File: config.mk
export PLATFORM = sky130hd
export DESIGN_NAME = mem_req_arbiter_flat
export DESIGN_NICKNAME = d
export VERILOG_FILES = /design/src/rtl/mem_req_arbiter_if.sv /design/src/rtl/mem_req_arbiter.sv /design/src/flat_wrapper.sv
export SDC_FILE = /design/constraint.sdc
export NUM_CORES = 1
export LEC_CHECK = 0
export BUFFER_PORTS_ARGS = -buffer_cell sky130_fd_sc_hd__buf_2
export CAP_MARGIN = 20
export CORE_AREA = 2 2 126 128
export CTS_CLUSTER_DIAMETER = 80
export DETAILED_ROUTE_END_ITERATION = 7
export DIE_AREA = 0 0 128 130
export GPL_ROUTABILITY_DRIVEN = 0
export HOLD_SLACK_MARGIN = 0.15
export PLACE_DENSITY = 0.5
export SKIP_LAST_GASP = 1
export SLEW_MARGIN = 30
export SYNTH_ARGS = -nofsm -noshare
export SYNTH_HDL_FRONTEND = slang
export SYNTH_SLANG_ARGS = --single-unit
export TNS_END_PERCENT = 10
File: constraint.sdc
create_clock -name clk -period 3.7 [get_ports clk]
set_clock_uncertainty 0.1 [all_clocks]
set_input_delay 0.555 -clock clk [delete_from_list [all_inputs] [get_ports clk]]
set_output_delay 0.555 -clock clk [all_outputs]
set_load 0.01 [all_outputs]
File: src/rtl/mem_req_arbiter_if.sv
// Request/response bundle between the two requesters, the arbiter and downstream memory.
interface mem_req_arbiter_if;
  logic        inst_req;
  logic        inst_wr;
  logic [1:0]  inst_size;
  logic [31:0] inst_addr;
  logic [3:0]  inst_wstrb;
  logic [31:0] inst_wdata;
  logic        inst_addr_ok;
  logic        inst_data_ok;
  logic [31:0] inst_rdata;

  logic        data_req;
  logic        data_wr;
  logic [1:0]  data_size;
  logic [31:0] data_addr;
  logic [3:0]  data_wstrb;
  logic [31:0] data_wdata;
  logic        data_addr_ok;
  logic        data_data_ok;
  logic [31:0] data_rdata;

  logic        mem_req;
  logic        mem_wr;
  logic [1:0]  mem_size;
  logic [31:0] mem_addr;
  logic [3:0]  mem_wstrb;
  logic [31:0] mem_wdata;
  logic        mem_addr_ok;
  logic        mem_data_ok;
  logic [31:0] mem_rdata;

  // Arbiter side
  modport slave (
    input  inst_req, inst_wr, inst_size, inst_addr, inst_wstrb, inst_wdata,
    input  data_req, data_wr, data_size, data_addr, data_wstrb, data_wdata,
    input  mem_addr_ok, mem_data_ok, mem_rdata,
    output inst_addr_ok, inst_data_ok, inst_rdata,
    output data_addr_ok, data_data_ok, data_rdata,
    output mem_req, mem_wr, mem_size, mem_addr, mem_wstrb, mem_wdata
  );

  // Environment side: requesters plus downstream memory
  modport master (
    output inst_req, inst_wr, inst_size, inst_addr, inst_wstrb, inst_wdata,
    output data_req, data_wr, data_size, data_addr, data_wstrb, data_wdata,
    output mem_addr_ok, mem_data_ok, mem_rdata,
    input  inst_addr_ok, inst_data_ok, inst_rdata,
    input  data_addr_ok, data_data_ok, data_rdata,
    input  mem_req, mem_wr, mem_size, mem_addr, mem_wstrb, mem_wdata
  );
endinterface

File: src/rtl/mem_req_arbiter.sv
// Two-requester (inst/data) arbiter onto one memory port with handshake lock
// and an in-order ID FIFO that steers responses back to their requester.
module mem_req_arbiter #(
  parameter int unsigned OT_DEPTH = 4
) (
  input  logic               clk,
  input  logic               resetn,
  mem_req_arbiter_if.slave   bus,
  output logic               protocol_err
);
  localparam int unsigned   PTR_W    = (OT_DEPTH > 1) ? $clog2(OT_DEPTH) : 1;
  localparam logic [PTR_W:0] FULL_CNT = (PTR_W + 1)'(OT_DEPTH);

  typedef enum logic [1:0] {IDLE, LOCK_INST, LOCK_DATA} state_t;

  state_t              state;
  logic                last;
  logic                grant;
  logic                full;
  logic                hs;
  logic                pop;
  logic                head;
  logic [OT_DEPTH-1:0] id_q;
  logic [PTR_W-1:0]    wr_ptr;
  logic [PTR_W-1:0]    rd_ptr;
  logic [PTR_W:0]      count;

  // Locked states pin the grant so a stalled request keeps its fields stable.
  always_comb begin
    grant = 1'b0;
    case (state)
      LOCK_INST: grant = 1'b0;
      LOCK_DATA: grant = 1'b1;
      default: begin
        if (bus.inst_req && bus.data_req) grant = ~last;
        else                              grant = bus.data_req;
      end
    endcase
  end

  assign full = (count == FULL_CNT);
  assign hs   = bus.mem_req & bus.mem_addr_ok;
  assign pop  = bus.mem_data_ok & (count != '0);
  assign head = id_q[rd_ptr];

  always_comb begin
    bus.mem_req   = resetn & ~full & (grant ? bus.data_req : bus.inst_req);
    bus.mem_wr    = grant ? bus.data_wr    : bus.inst_wr;
    bus.mem_size  = grant ? bus.data_size  : bus.inst_size;
    bus.mem_addr  = grant ? bus.data_addr  : bus.inst_addr;
    bus.mem_wstrb = grant ? bus.data_wstrb : bus.inst_wstrb;
    bus.mem_wdata = grant ? bus.data_wdata : bus.inst_wdata;
  end

  assign bus.inst_addr_ok = hs & ~grant;
  assign bus.data_addr_ok = hs & grant;
  assign bus.inst_data_ok = pop & ~head;
  assign bus.data_data_ok = pop & head;
  assign bus.inst_rdata   = bus.mem_rdata;
  assign bus.data_rdata   = bus.mem_rdata;

  always_ff @(posedge clk or negedge resetn) begin
    if (!resetn) begin
      state <= IDLE;
      last  <= 1'b0;
    end else begin
      case (state)
        IDLE:      if (bus.mem_req && !bus.mem_addr_ok) state <= grant ? LOCK_DATA : LOCK_INST;
        LOCK_INST: if (hs) state <= IDLE;
        LOCK_DATA: if (hs) state <= IDLE;
        default:   state <= IDLE;
      endcase
      if (hs) last <= grant;
    end
  end

  // Push is already blocked when full, so a same-cycle pop never frees a slot early.
  always_ff @(posedge clk or negedge resetn) begin
    if (!resetn) begin
      id_q         <= '0;
      wr_ptr       <= '0;
      rd_ptr       <= '0;
      count        <= '0;
      protocol_err <= 1'b0;
    end else begin
      if (hs) begin
        id_q[wr_ptr] <= grant;
        wr_ptr       <= wr_ptr + 1'b1;
      end
      if (pop) rd_ptr <= rd_ptr + 1'b1;
      case ({hs, pop})
        2'b10:   count <= count + 1'b1;
        2'b01:   count <= count - 1'b1;
        default: count <= count;
      endcase
      if (bus.mem_data_ok && (count == '0)) protocol_err <= 1'b1;
    end
  end
endmodule

File: src/flat_wrapper.sv
// flat-port wrapper written by rule: the top's interface ports become plain ports
module mem_req_arbiter_flat 
#(
  parameter int unsigned OT_DEPTH = 4
)
  (clk, resetn, protocol_err, bus_inst_req, bus_inst_wr, bus_inst_size, bus_inst_addr, bus_inst_wstrb, bus_inst_wdata, bus_data_req, bus_data_wr, bus_data_size, bus_data_addr, bus_data_wstrb, bus_data_wdata, bus_mem_addr_ok, bus_mem_data_ok, bus_mem_rdata, bus_inst_addr_ok, bus_inst_data_ok, bus_inst_rdata, bus_data_addr_ok, bus_data_data_ok, bus_data_rdata, bus_mem_req, bus_mem_wr, bus_mem_size, bus_mem_addr, bus_mem_wstrb, bus_mem_wdata);
  mem_req_arbiter_if bus_i ();
  input  logic clk;
  input  logic resetn;
  output logic protocol_err;
  input wire logic [$bits(bus_i.inst_req)-1:0] bus_inst_req;
  input wire logic [$bits(bus_i.inst_wr)-1:0] bus_inst_wr;
  input wire logic [$bits(bus_i.inst_size)-1:0] bus_inst_size;
  input wire logic [$bits(bus_i.inst_addr)-1:0] bus_inst_addr;
  input wire logic [$bits(bus_i.inst_wstrb)-1:0] bus_inst_wstrb;
  input wire logic [$bits(bus_i.inst_wdata)-1:0] bus_inst_wdata;
  input wire logic [$bits(bus_i.data_req)-1:0] bus_data_req;
  input wire logic [$bits(bus_i.data_wr)-1:0] bus_data_wr;
  input wire logic [$bits(bus_i.data_size)-1:0] bus_data_size;
  input wire logic [$bits(bus_i.data_addr)-1:0] bus_data_addr;
  input wire logic [$bits(bus_i.data_wstrb)-1:0] bus_data_wstrb;
  input wire logic [$bits(bus_i.data_wdata)-1:0] bus_data_wdata;
  input wire logic [$bits(bus_i.mem_addr_ok)-1:0] bus_mem_addr_ok;
  input wire logic [$bits(bus_i.mem_data_ok)-1:0] bus_mem_data_ok;
  input wire logic [$bits(bus_i.mem_rdata)-1:0] bus_mem_rdata;
  output wire logic [$bits(bus_i.inst_addr_ok)-1:0] bus_inst_addr_ok;
  output wire logic [$bits(bus_i.inst_data_ok)-1:0] bus_inst_data_ok;
  output wire logic [$bits(bus_i.inst_rdata)-1:0] bus_inst_rdata;
  output wire logic [$bits(bus_i.data_addr_ok)-1:0] bus_data_addr_ok;
  output wire logic [$bits(bus_i.data_data_ok)-1:0] bus_data_data_ok;
  output wire logic [$bits(bus_i.data_rdata)-1:0] bus_data_rdata;
  output wire logic [$bits(bus_i.mem_req)-1:0] bus_mem_req;
  output wire logic [$bits(bus_i.mem_wr)-1:0] bus_mem_wr;
  output wire logic [$bits(bus_i.mem_size)-1:0] bus_mem_size;
  output wire logic [$bits(bus_i.mem_addr)-1:0] bus_mem_addr;
  output wire logic [$bits(bus_i.mem_wstrb)-1:0] bus_mem_wstrb;
  output wire logic [$bits(bus_i.mem_wdata)-1:0] bus_mem_wdata;
  assign bus_i.inst_req = bus_inst_req;
  assign bus_i.inst_wr = bus_inst_wr;
  assign bus_i.inst_size = bus_inst_size;
  assign bus_i.inst_addr = bus_inst_addr;
  assign bus_i.inst_wstrb = bus_inst_wstrb;
  assign bus_i.inst_wdata = bus_inst_wdata;
  assign bus_i.data_req = bus_data_req;
  assign bus_i.data_wr = bus_data_wr;
  assign bus_i.data_size = bus_data_size;
  assign bus_i.data_addr = bus_data_addr;
  assign bus_i.data_wstrb = bus_data_wstrb;
  assign bus_i.data_wdata = bus_data_wdata;
  assign bus_i.mem_addr_ok = bus_mem_addr_ok;
  assign bus_i.mem_data_ok = bus_mem_data_ok;
  assign bus_i.mem_rdata = bus_mem_rdata;
  assign bus_inst_addr_ok = bus_i.inst_addr_ok;
  assign bus_inst_data_ok = bus_i.inst_data_ok;
  assign bus_inst_rdata = bus_i.inst_rdata;
  assign bus_data_addr_ok = bus_i.data_addr_ok;
  assign bus_data_data_ok = bus_i.data_data_ok;
  assign bus_data_rdata = bus_i.data_rdata;
  assign bus_mem_req = bus_i.mem_req;
  assign bus_mem_wr = bus_i.mem_wr;
  assign bus_mem_size = bus_i.mem_size;
  assign bus_mem_addr = bus_i.mem_addr;
  assign bus_mem_wstrb = bus_i.mem_wstrb;
  assign bus_mem_wdata = bus_i.mem_wdata;
  mem_req_arbiter #(.OT_DEPTH(OT_DEPTH)) u_core (.clk(clk), .resetn(resetn), .bus(bus_i), .protocol_err(protocol_err));
endmodule
==> qor.txt, run 1 <==
================================================================================
Maxcap violations .................................................            0
Transition time of the tightest slew-check pin ....................     0.488 ns
Sum of net half-perimeters after detailed placement ...............      6700 µm
Number of max-slew violations in the final report .................            0
Via total after detailed routing ..................................         2746
Number of synthesized flops with an enable pin ....................            0
Average detailed-routed wire length per instance ..................      11.3 µm
Final hold viol count .............................................            0
Smallest setup slack after layout .................................     0.798 ns
Number of DRC violations after detailed routing ...................            0
Vias per cell .....................................................         3.82
H-tree lvl count ..................................................            1
WHS ...............................................................     0.346 ns
Worst setup path endpoint ......................................... bus_inst_addr_ok
Clk root buf ......................................................    clkbuf_16
Mapped Cells ......................................................          373
Net count of the mapped netlist ...................................          561
Final antenna diode count .........................................            0
Critical path type ................................................ input pin to output pin
Worst reg2reg endpoint ............................................ u_core.count[2]
CTS clock-pin slew for the worst setup and hold paths .............      0.05 ns
Worst Path Required ...............................................      3.04 ns
Starting density of the core ......................................        14.9%
Area growth, synth to finish ......................................        41.8%
Number of standard-cell rows in the floorplan .....................           46
Core box area .....................................................   0.0154 mm²
Kind of start point of the critical path ..........................    input pin
Final worst path period share .....................................        78.4%
Area enclosed by the die boundary .................................   0.0166 mm²
Crit Reg-Reg Startpoint ........................................... u_core.state[0]
Maximum clock rate ................................................      345 MHz
Remaining antenna violation count after routing ...................            0
Number of sinks handled by clock tree synthesis ...................           15
Total wire length .................................................      8130 µm
Reported leakage power ............................................      2.00 nW
CP startpoint .....................................................       resetn
Placed Instance Area ..............................................  0.00316 mm²
Synthesized area divided by synthesized cell count ................     6.15 µm²
I/O pin count .....................................................          321
Setup-violating endpoint count in the final report ................            0
Count of unique library cells instantiated by Yosys ...............           33
Starting DRT DRC Count ............................................           64
Portion of the post-synthesis area used by sequential elements ....        16.4%
First-pass GRT wire length ........................................     11700 µm
Largest area contributor in the netlist ...........................      nand2_1
Top flip-flop cell by instance count after synthesis ..............      dfrtp_1
Count of state elements after synthesis ...........................           15
Final min period ..................................................      2.90 ns
Async set or reset register ratio after synthesis .................         100%
Slew margin rel. ..................................................        67.4%
Cell types occupying the most area after synthesis ................ nand2_1 (35%), buf_4 (21%), dfrtp_1 (16%), ha_1 (3.8%), nor3b_2 (2.7%)
Length of the first detailed-routing pass in iterations ...........            5
Die boundary height ...............................................       130 µm
Kind of end point of the critical path ............................   output pin
Total non-filler cell area in the finished layout .................  0.00325 mm²
Worst hold path type .............................................. flop to flop
Area of the mapped netlist ........................................  0.00229 mm²
GRT overflow ......................................................            0
CTS tree ..........................................................        built
Max FO, Critical Path .............................................           19
Worst setup timing slack at the placement stage ...................     0.997 ns
Setup Total Neg Slack .............................................         0 ns
Total CTS buffers .................................................            3
Number of port buffers ............................................          224
Arrival time at the worst endpoint ................................      2.25 ns
R2r setup slk .....................................................      1.00 ns
Share of the core filled with cells in the final layout ...........        21.1%
NumNets Final .....................................................          716
R2r worst-path depth ..............................................           13
Unrepaired setup endpoints after global routing ...................           no
Run status ........................................................ finished, final reports clean
Worst-case vdd ir drop ............................................     0.226 mV
PD cells ..........................................................   591 mW/mm²
Die extent in x ...................................................       128 µm
Overall global routing resource usage .............................        8.83%
Number of global-route vias before repair .........................         2484
Worst-skew pair later-pin latency .................................      0.25 ns
Largest net degree at the start of global routing .................           74
Deepest clock path buffer count ...................................            2
Number of warning messages in the yosys log .......................            0
Number of antenna violations at the first check in global routing .            0
Proportion of layout cells with a drive suffix above 1 ............        47.4%
Synth top area share ..............................................        35.3%
================================================================================
-- worst min-delay path by stage --
stage,from,endpoint,slack [ns],cells past startpoint
after floorplan,resetn,u_core.count[0],0.16,0
final,u_core.protocol_err,u_core.protocol_err,0.35,1
after global routing,u_core.protocol_err,u_core.protocol_err,0.37,1
after CTS,u_core.protocol_err,u_core.protocol_err,0.35,1
after global placement,u_core.protocol_err,u_core.protocol_err,0.34,1
after detailed placement,u_core.protocol_err,u_core.protocol_err,0.34,1
-- where the power goes --
group | switching, mW | total (mW) | internal (mW)
sequential | 0.0609 | 0.300 | 0.239
combinational | 0.824 | 1.41 | 0.585
clock | 0.0691 | 0.214 | 0.145
-- cell usage in the layout, fill, tap and decap left out, drive strengths merged, types with 2 or more instances in the layout --
cell type	synthesis	routed
buf	66	229
nand2	216	216
dfrtp	15	15
inv	10	10
ha	7	7
nor3b	5	5
mux2	5	5
xnor2	4	4
nor2	4	4
clkbuf	14	3
and2	2	2
nor3	2	2
nor4b	2	2
o211ai	2	2
o311ai	2	2
xor2	2	2
-- critical path, cell delays in order --
cell and delay [ns]:
dlygate4sd3_1 0.52, buf_2 0.36, nand4bb_1 0.14, buf_4 0.19, nor3_1 0.27, buf_2 0.21
-- stage by stage --
step           std cells  power [mW]
3_5_place_dp         714        1.75
5_1_grt              719        2.15
4_1_cts              719        1.97
3_3_place_gp         714        1.74
6_report             719        1.92
2_1_floorplan        373        1.24
-- cells in the mapped netlist (2+ instances only) --
master and n:
nor2_1 3, nor3b_2 5, mux2_2 5, and2_1 2, buf_4 65, ha_1 7
o311ai_1 2, nor4b_1 2, inv_1 10, nand2_1 216, xnor2_1 4, clkbuf_1 14
xor2_1 2, nor3_1 2, o211ai_1 2, dfrtp_1 15
-- routing by layer --
layer	GRT usage (%)	routed length, µm
met4	3.68	226
met3	3.03	1000
met1	9.83	3220
met2	15.5	3680
met5	0	0
-- what timing repair did --
item,CTS,global route
setup buffers,0,0
hold buffers,1,0
endpoints found under the hold margin,15,0
endpoints found under the setup margin,0,0
resized for setup,0,0
-- kinds of logic (layout without fill, tap and decap cells) --
| kind of cell | Yosys count | count (layout) | share of synthesized area, % |
|---|---|---|---|
| XOR/XNOR | 6 | 6 | 2.29 |
| flip-flops | 15 | 15 | 16.4 |
| buffers and inverters | 90 | 244 | 25.7 |
| adder cells (fa/ha/maj) | 8 | 8 | 4.69 |
| AO/OA/AOI/OAI | 10 | 10 | 4.20 |
| multiplexers | 6 | 6 | 3.43 |
| AND/OR/NAND/NOR | 238 | 238 | 43.3 |
-- registers in the layout, summed over array words and instances, names as in the netlist --
| signal | flops |
|---|---|
| u_core.wr_ptr | 2 |
| u_core.last | 1 |
| u_core.state | 2 |
| u_core.protocol_err | 1 |
| u_core.rd_ptr | 2 |
| u_core.id_q | 4 |
| u_core.count | 3 |
-- area by class of cell --
cell class                 instances  area [µm²]
timing repair buffer             230        1180
clock inverter                     1        5.00
multi-input combinational        268        1340
sequential                        15         375
tap                              192         240
inverter                          10        37.5
fill                            1771       12200
clock buffer                       3        75.1
(Power assumes the default switching activity.)
==> run 2, diff against run 1 <==
==> constraint.sdc (replaced) <==
create_clock -name clk -period 2.7 [get_ports clk]
set_clock_uncertainty 0.1 [all_clocks]
set_input_delay 0.405 -clock clk [delete_from_list [all_inputs] [get_ports clk]]
set_output_delay 0.405 -clock clk [all_outputs]
set_load 0.01 [all_outputs]
==> run 2 against run 1 <==
  * Clock power is 36% higher
  * Die area stayed put
  * Register-to-register slack worse by 0.78 ns
  * Sequential power is 35% higher
  * Design area is 2.2% higher
  * Count of clock-buffer cells in the layout stayed put
==> qor.txt, run 2 (synthesis gave the netlist of run 1 again) <==
================================================================================
Run status ........................................................ finished, final reports clean   unchanged
Source of the worst hold timing path .............................. bus_mem_data_ok   was u_core.protocol_err
Max FO, Critical Path .............................................           40   was 19
Number of sinks handled by clock tree synthesis ...................           15   unchanged
Length of the first detailed-routing pass in iterations ...........            4   was 5
Kind of start point of the critical path ..........................         flop   was input pin
Area enclosed by the die boundary .................................   0.0166 mm²   unchanged
CTS clock-pin slew for the worst setup and hold paths .............      0.05 ns   about the same
Kind of end point of the critical path ............................   output pin   unchanged
Overall global routing resource usage .............................        8.33%   was 8.83%
Final min period ..................................................      2.57 ns
Unrepaired setup endpoints after global routing ...................          yes   was no
Die extent in x ...................................................       128 µm   unchanged
Worst reg2reg endpoint ............................................ u_core.count[2]   unchanged
Final worst path period share .....................................        95.1%
Sum of net half-perimeters after detailed placement ...............      6540 µm   was 6700 µm
Worst-skew pair later-pin latency .................................      0.24 ns   was 0.25 ns
Final antenna diode count .........................................            0   unchanged
Number of global-route vias before repair .........................         2308   was 2484
Post-CTS setup-driven buffer insertion count ......................            0   unchanged
Commonest non-fill, non-tap cell in the layout ....................        buf_2   unchanged
GRT overflow ......................................................            0   unchanged
Largest registers ................................................. u_core.id_q (4), u_core.count (3)   unchanged
NumNets Final .....................................................          719   was 716
Number of max-slew violations in the final report .................            0   unchanged
Total met2 wirelength after detailed routing ......................      3860 µm   was 3680 µm
Number of port buffers ............................................          224   unchanged
Maxcap violations .................................................            0   unchanged
Number of standard-cell rows in the floorplan .....................           46   unchanged
Proportion of layout cells with a drive suffix above 1 ............        48.1%   was 47.4%
Routed length on met3 .............................................       930 µm   was 1000 µm
Hold path endpoint ................................................ u_core.protocol_err   unchanged
Largest net degree at the start of global routing .................           74   unchanged
Number of flip-flops under the largest register name ..............            4   unchanged
Met1 layer wirelength in the final routing ........................      3410 µm   was 3220 µm
Total wire length .................................................      8380 µm   was 8130 µm
Transition time of the tightest slew-check pin ....................     0.393 ns   was 0.488 ns
I/O pin count .....................................................          321   unchanged
Reg with most FFs .................................................  u_core.id_q   unchanged
Remaining antenna violation count after routing ...................            0   unchanged
Final hold viol count .............................................            0   unchanged
Crit Reg-Reg Startpoint ........................................... u_core.state[0]   unchanged
Via total after detailed routing ..................................         2718   was 2746
Number of DRC violations after detailed routing ...................            0   unchanged
Number of antenna violations at the first check in global routing .            1   was 0
Worst-case vdd ir drop ............................................     0.257 mV   was 0.226 mV
Maximum clock rate ................................................      390 MHz
Deepest clock path buffer count ...................................            2   unchanged
Critical path type ................................................ flop to output pin   was input pin to output pin
Share of the core filled with cells in the final layout ...........        21.6%   was 21.1%
Setup Total Neg Slack .............................................         0 ns   unchanged
Vias per cell .....................................................         3.76   was 3.82
Average detailed-routed wire length per instance ..................      11.6 µm   was 11.3 µm
Arrival time at the worst endpoint ................................      2.06 ns   was 2.25 ns
Slew margin rel. ..................................................        73.4%   was 67.4%
Starting DRT DRC Count ............................................          106   was 64
Starting density of the core ......................................        14.9%   unchanged
Setup-violating endpoint count in the final report ................            0   unchanged
PD cells ..........................................................   822 mW/mm²   was 591 mW/mm²
WHS ...............................................................     0.276 ns   was 0.346 ns
Core box area .....................................................   0.0154 mm²   unchanged
Worst hold path type .............................................. input pin to flop   was flop to flop
Commonest non-fill, non-tap cells in the layout ................... buf_2 (224), nand2_1 (216), dfrtp_1 (15), inv_1 (10), ha_1 (7)   unchanged
R2r worst-path depth ..............................................           12   was 13
CTS tree ..........................................................        built   unchanged
Worst Path Required ...............................................      2.19 ns   was 3.04 ns
Total CTS buffers .................................................            3   unchanged
R2r setup slk .....................................................      0.22 ns   was 1.00 ns
First-pass GRT wire length ........................................     11100 µm   was 11700 µm
Die boundary height ...............................................       130 µm   unchanged
Clk root buf ......................................................    clkbuf_16   unchanged
Reported leakage power ............................................      2.03 nW   was 2.00 nW
Highest Signal Layer ..............................................         met5   was met4
Number of cells on the worst hold path ............................            2   was 1
Area growth, synth to finish ......................................        44.9%   was 41.8%
H-tree lvl count ..................................................            1   unchanged
================================================================================
[run 2: cell count changes in the layout (fill, tap and decap cells not counted), sizes merged]
cell	previous run	this run
buf	229	231
clkbuf	3	4
[run 2: cell type report]
cell class / instances / area (µm²)
fill: 1752 / 12100
multi-input combinational: 268 / 1350
timing repair buffer: 233 / 1250
sequential: 15 / 375
tap: 192 / 240
clock buffer: 3 / 75.1
inverter: 10 / 37.5
clock inverter: 1 / 5.00
[run 2: power by group]
part	total [mW]	internal (mW)	switching, mW
sequential	0.405	0.328	0.0772
clock	0.290	0.198	0.0925
combinational	2.04	0.865	1.17
[run 2: worst max-delay path by stage]
stage                    start               end  slack (ns)  cells past startpoint
2_1_floorplan  u_core.state[0]   u_core.count[2]        0.07                     12
3_3_place_gp   u_core.state[0]   u_core.count[2]        0.19                     12
3_5_place_dp   u_core.state[0]   u_core.count[2]        0.17                     12
4_1_cts        u_core.state[0]  bus_inst_addr_ok        0.07                      7
5_1_grt        u_core.state[0]   bus_mem_addr[2]       -0.06                      8
6_report       u_core.state[0]   bus_mem_addr[2]        0.13                      8
[run 2: metal layers]
| metal | up-vias | global-route usage (%) |
|---|---|---|
| met2 | 181 | 13.8 |
| met3 | 30 | 2.71 |
| met1 | 1111 | 10.1 |
| met5 | - | 0 |
| li1 | 1394 | - |
| met4 | 2 | 3.10 |
[run 2: per-stage QoR]
stage	area [µm²]	std cells	power, mW	worst slack, ns
floorplan	2290	373	1.70	0.0665
global placement	3200	716	2.41	0.191
detailed placement	3200	716	2.42	0.166
CTS	3290	721	2.72	0.0746
global route	3320	722	3.02	-0.0604
finish	3320	722	2.73	0.133
[run 2: critical path: stages, from the launching register on]
cell and delay, ns:
dfrtp_1 0.34, inv_1 0.07, ha_1 0.33, inv_1 0.22, a31o_2 0.31, buf_12 0.23, nand2_1 0.11, nand2_1 0.07
buf_2 0.12
[run 2: repair_timing]
item,4_1_cts,5_1_grt
hold buffers,1,0
endpoints found under the hold margin,15,0
gates resized for setup,0,2
setup endpoints to repair,0,34
==> run 3, diff against run 2 <==
--- a/config.mk
+++ b/config.mk
@@ -5,15 +5,15 @@
 export SDC_FILE = /design/constraint.sdc
 export NUM_CORES = 1
 export LEC_CHECK = 0
-export BUFFER_PORTS_ARGS = -buffer_cell sky130_fd_sc_hd__buf_2
 export CAP_MARGIN = 20
 export CORE_AREA = 2 2 126 128
 export CTS_CLUSTER_DIAMETER = 80
 export DETAILED_ROUTE_END_ITERATION = 7
 export DIE_AREA = 0 0 128 130
+export DONT_BUFFER_PORTS = 1
 export GPL_ROUTABILITY_DRIVEN = 0
 export HOLD_SLACK_MARGIN = 0.15
-export PLACE_DENSITY = 0.5
+export PLACE_DENSITY = 0.32
 export SKIP_LAST_GASP = 1
 export SLEW_MARGIN = 30
 export SYNTH_ARGS = -nofsm -noshare
==> run 3 against run 2 <==
  * Utilization fell by 7.4 points
  * Non-clock buffer count down 223
  * Sequential share of layout area is 5.9 points higher
  * Setup slack worse by 0.026 ns
  * Critical path type unchanged
  * Highest routed layer is now met4
==> qor.txt, run 3 (synthesis gave the netlist of run 1 again) <==
================================================================================
Maximum clock rate ................................................      386 MHz   was 390 MHz
Number of flip-flops under the largest register name ..............            4   unchanged
Proportion of layout cells with a drive suffix above 1 ............        9.77%   was 48.1%
Worst setup timing slack at the placement stage ...................     0.137 ns   was 0.166 ns
Die boundary height ...............................................       130 µm   unchanged
Starting DRT DRC Count ............................................           88   was 106
Overall global routing resource usage .............................        7.71%   was 8.33%
I/O pin count .....................................................          321   unchanged
Largest registers ................................................. u_core.id_q (4), u_core.count (3)   unchanged
Share of total power in combinational logic .......................        69.2%   was 74.6%
H-tree lvl count ..................................................            1   unchanged
Clock share of power ..............................................        12.8%   was 10.6%
Run status ........................................................ finished, final reports clean   unchanged
Final hold viol count .............................................            0   unchanged
Net load switching power ..........................................      1.25 mW   was 1.34 mW
GRT overflow ......................................................            0   unchanged
Setup-violating endpoint count in the final report ................            0   unchanged
Final worst path period share .....................................        96.0%   was 95.1%
Number of standard-cell rows in the floorplan .....................           46   unchanged
WHS ...............................................................     0.184 ns   was 0.276 ns
Max FO, Critical Path .............................................           29   was 40
CTS tree ..........................................................        built   unchanged
Vias per cell .....................................................         4.00   was 3.76
Largest net degree at the start of global routing .................           45   was 74
Number of DRC violations after detailed routing ...................            0   unchanged
Remaining antenna violation count after routing ...................            0   unchanged
Number of non-filler instances in the completed layout ............          499   was 722
Via total after detailed routing ..................................         1995   was 2718
Length of the first detailed-routing pass in iterations ...........            4   unchanged
Area enclosed by the die boundary .................................   0.0166 mm²   unchanged
Commonest non-fill, non-tap cells in the layout ................... nand2_1 (216), dfrtp_1 (15), inv_1 (10), ha_1 (7), buf_4 (6)   was buf_2 (224), nand2_1 (216), dfrtp_1 (15), inv_1 (10), ha_1 (7)
Reported leakage power ............................................      1.13 nW   was 2.03 nW
NumNets Final .....................................................          496   was 719
Worst Path Required ...............................................      2.19 ns   about the same
Arrival time at the worst endpoint ................................      2.09 ns   was 2.06 ns
Kind of end point of the critical path ............................   output pin   unchanged
Number of port buffers ............................................            0   was 224
Slew margin rel. ..................................................        52.5%   was 73.4%
Worst hold path type .............................................. input pin to flop   unchanged
Total CTS buffers .................................................            3   unchanged
Setup Total Neg Slack .............................................         0 ns   unchanged
Maxcap violations .................................................            0   unchanged
Deepest clock path buffer count ...................................            2   unchanged
Reg power frac ....................................................        18.0%   was 14.8%
Number of sinks handled by clock tree synthesis ...................           15   unchanged
CTS clock-pin slew for the worst setup and hold paths .............      0.05 ns   about the same
Commonest non-fill, non-tap cell in the layout ....................      nand2_1   was buf_2
First-pass GRT wire length ........................................      9630 µm   was 11100 µm
Critical path type ................................................ flop to output pin   unchanged
Placed insts ......................................................          494   was 716
Core box area .....................................................   0.0154 mm²   unchanged
Transition time of the tightest slew-check pin ....................     0.710 ns   was 0.393 ns
Unrepaired setup endpoints after global routing ...................          yes   unchanged
Total wire length .................................................      7710 µm   was 8380 µm
Number of max-slew violations in the final report .................            0   unchanged
Worst-skew pair later-pin latency .................................      0.24 ns   about the same
Final min period ..................................................      2.59 ns   was 2.57 ns
Sum of net half-perimeters after detailed placement ...............      6810 µm   was 6540 µm
Reg with most FFs .................................................  u_core.id_q   unchanged
Die extent in x ...................................................       128 µm   unchanged
Area growth, synth to finish ......................................       -5.07%   was 44.9%
PD cells ..........................................................  1040 mW/mm²   was 822 mW/mm²
Number of global-route vias before repair .........................         1633   was 2308
Smallest setup slack after layout .................................     0.107 ns   was 0.133 ns
Cell internal power dissipation ...................................      1.03 mW   was 1.39 mW
Number of antenna violations at the first check in global routing .            0   was 1
Clk root buf ......................................................    clkbuf_16   unchanged
Worst-case vdd ir drop ............................................     0.344 mV   was 0.257 mV
Average detailed-routed wire length per instance ..................      15.5 µm   was 11.6 µm
Starting density of the core ......................................        14.9%   unchanged
Kind of start point of the critical path ..........................         flop   unchanged
Switching Share ...................................................        54.9%   was 49.1%
Final antenna diode count .........................................            0   unchanged
================================================================================
[run 3: path summary, 6_finish.rpt]
check	from	end	slack (ns)	depth (start not counted)
max in group asynchronous	resetn	u_core.id_q[3]	1.49	1
min reg2reg	u_core.rd_ptr[1]	u_core.rd_ptr[1]	0.38	1
max	u_core.state[1]	bus_mem_wdata[13]	0.11	7
min in group asynchronous	resetn	u_core.count[2]	0.56	1
max reg2reg	u_core.state[1]	u_core.count[2]	0.18	12
min	bus_mem_data_ok	u_core.protocol_err	0.18	1
[run 3: timing repair]
action                                  CTS  global route
gates resized for setup                   0             1
endpoints found under the setup margin    0            50
hold endpoints to repair                 15             0
setup buffers                             0             0
hold buffers                              1             0
[run 3: power groups by stage]
stage | combinational, mW | sequential [mW] | clock [mW]
floorplan | 1.31 | 0.393 | 0
finish | 1.57 | 0.410 | 0.291
CTS | 1.61 | 0.412 | 0.291
global route | 1.76 | 0.428 | 0.308
global placement | 1.57 | 0.414 | 0
detailed placement | 1.60 | 0.416 | 0
[run 3: critical path, cell delays in order (launching register included)]
cell	delay, ns
dfrtp_1	0.37
inv_1	0.07
ha_1	0.30
and2_1	0.22
a31oi_4	0.22
buf_4	0.32
nand2_1	0.09
nand2_1	0.23
[run 3: per-layer routing]
| layer | wire, µm | GRT usage, % | part of all wire (%) | vias to the layer above |
|---|---|---|---|---|
| met1 | 3210 | 9.82 | 42 | 889 |
| li1 | - | - | - | 945 |
| met3 | 649 | 1.48 | 8.4 | 17 |
| met5 | 0 | 0 | 0 | - |
| met2 | 3680 | 13.2 | 48 | 144 |
| met4 | 170 | 2.39 | 2.2 | 0 |
[run 3: cell type report]
cell class	count	area (µm²)
timing repair buffer	10	106
inverter	10	37.5
sequential	15	375
multi-input combinational	268	1340
clock inverter	1	5.00
clock buffer	3	75.1
fill	1809	13200
tap	192	240
[run 3: through the flow]
step / power, mW / area, µm² / utilization [%]
floorplan: 1.70 / 2290 / -
global placement: 1.99 / 2080 / 13.5
detailed placement: 2.02 / 2080 / 13.5
CTS: 2.32 / 2170 / 14.1
global route: 2.49 / 2180 / 14.1
finish: 2.27 / 2180 / 14.1
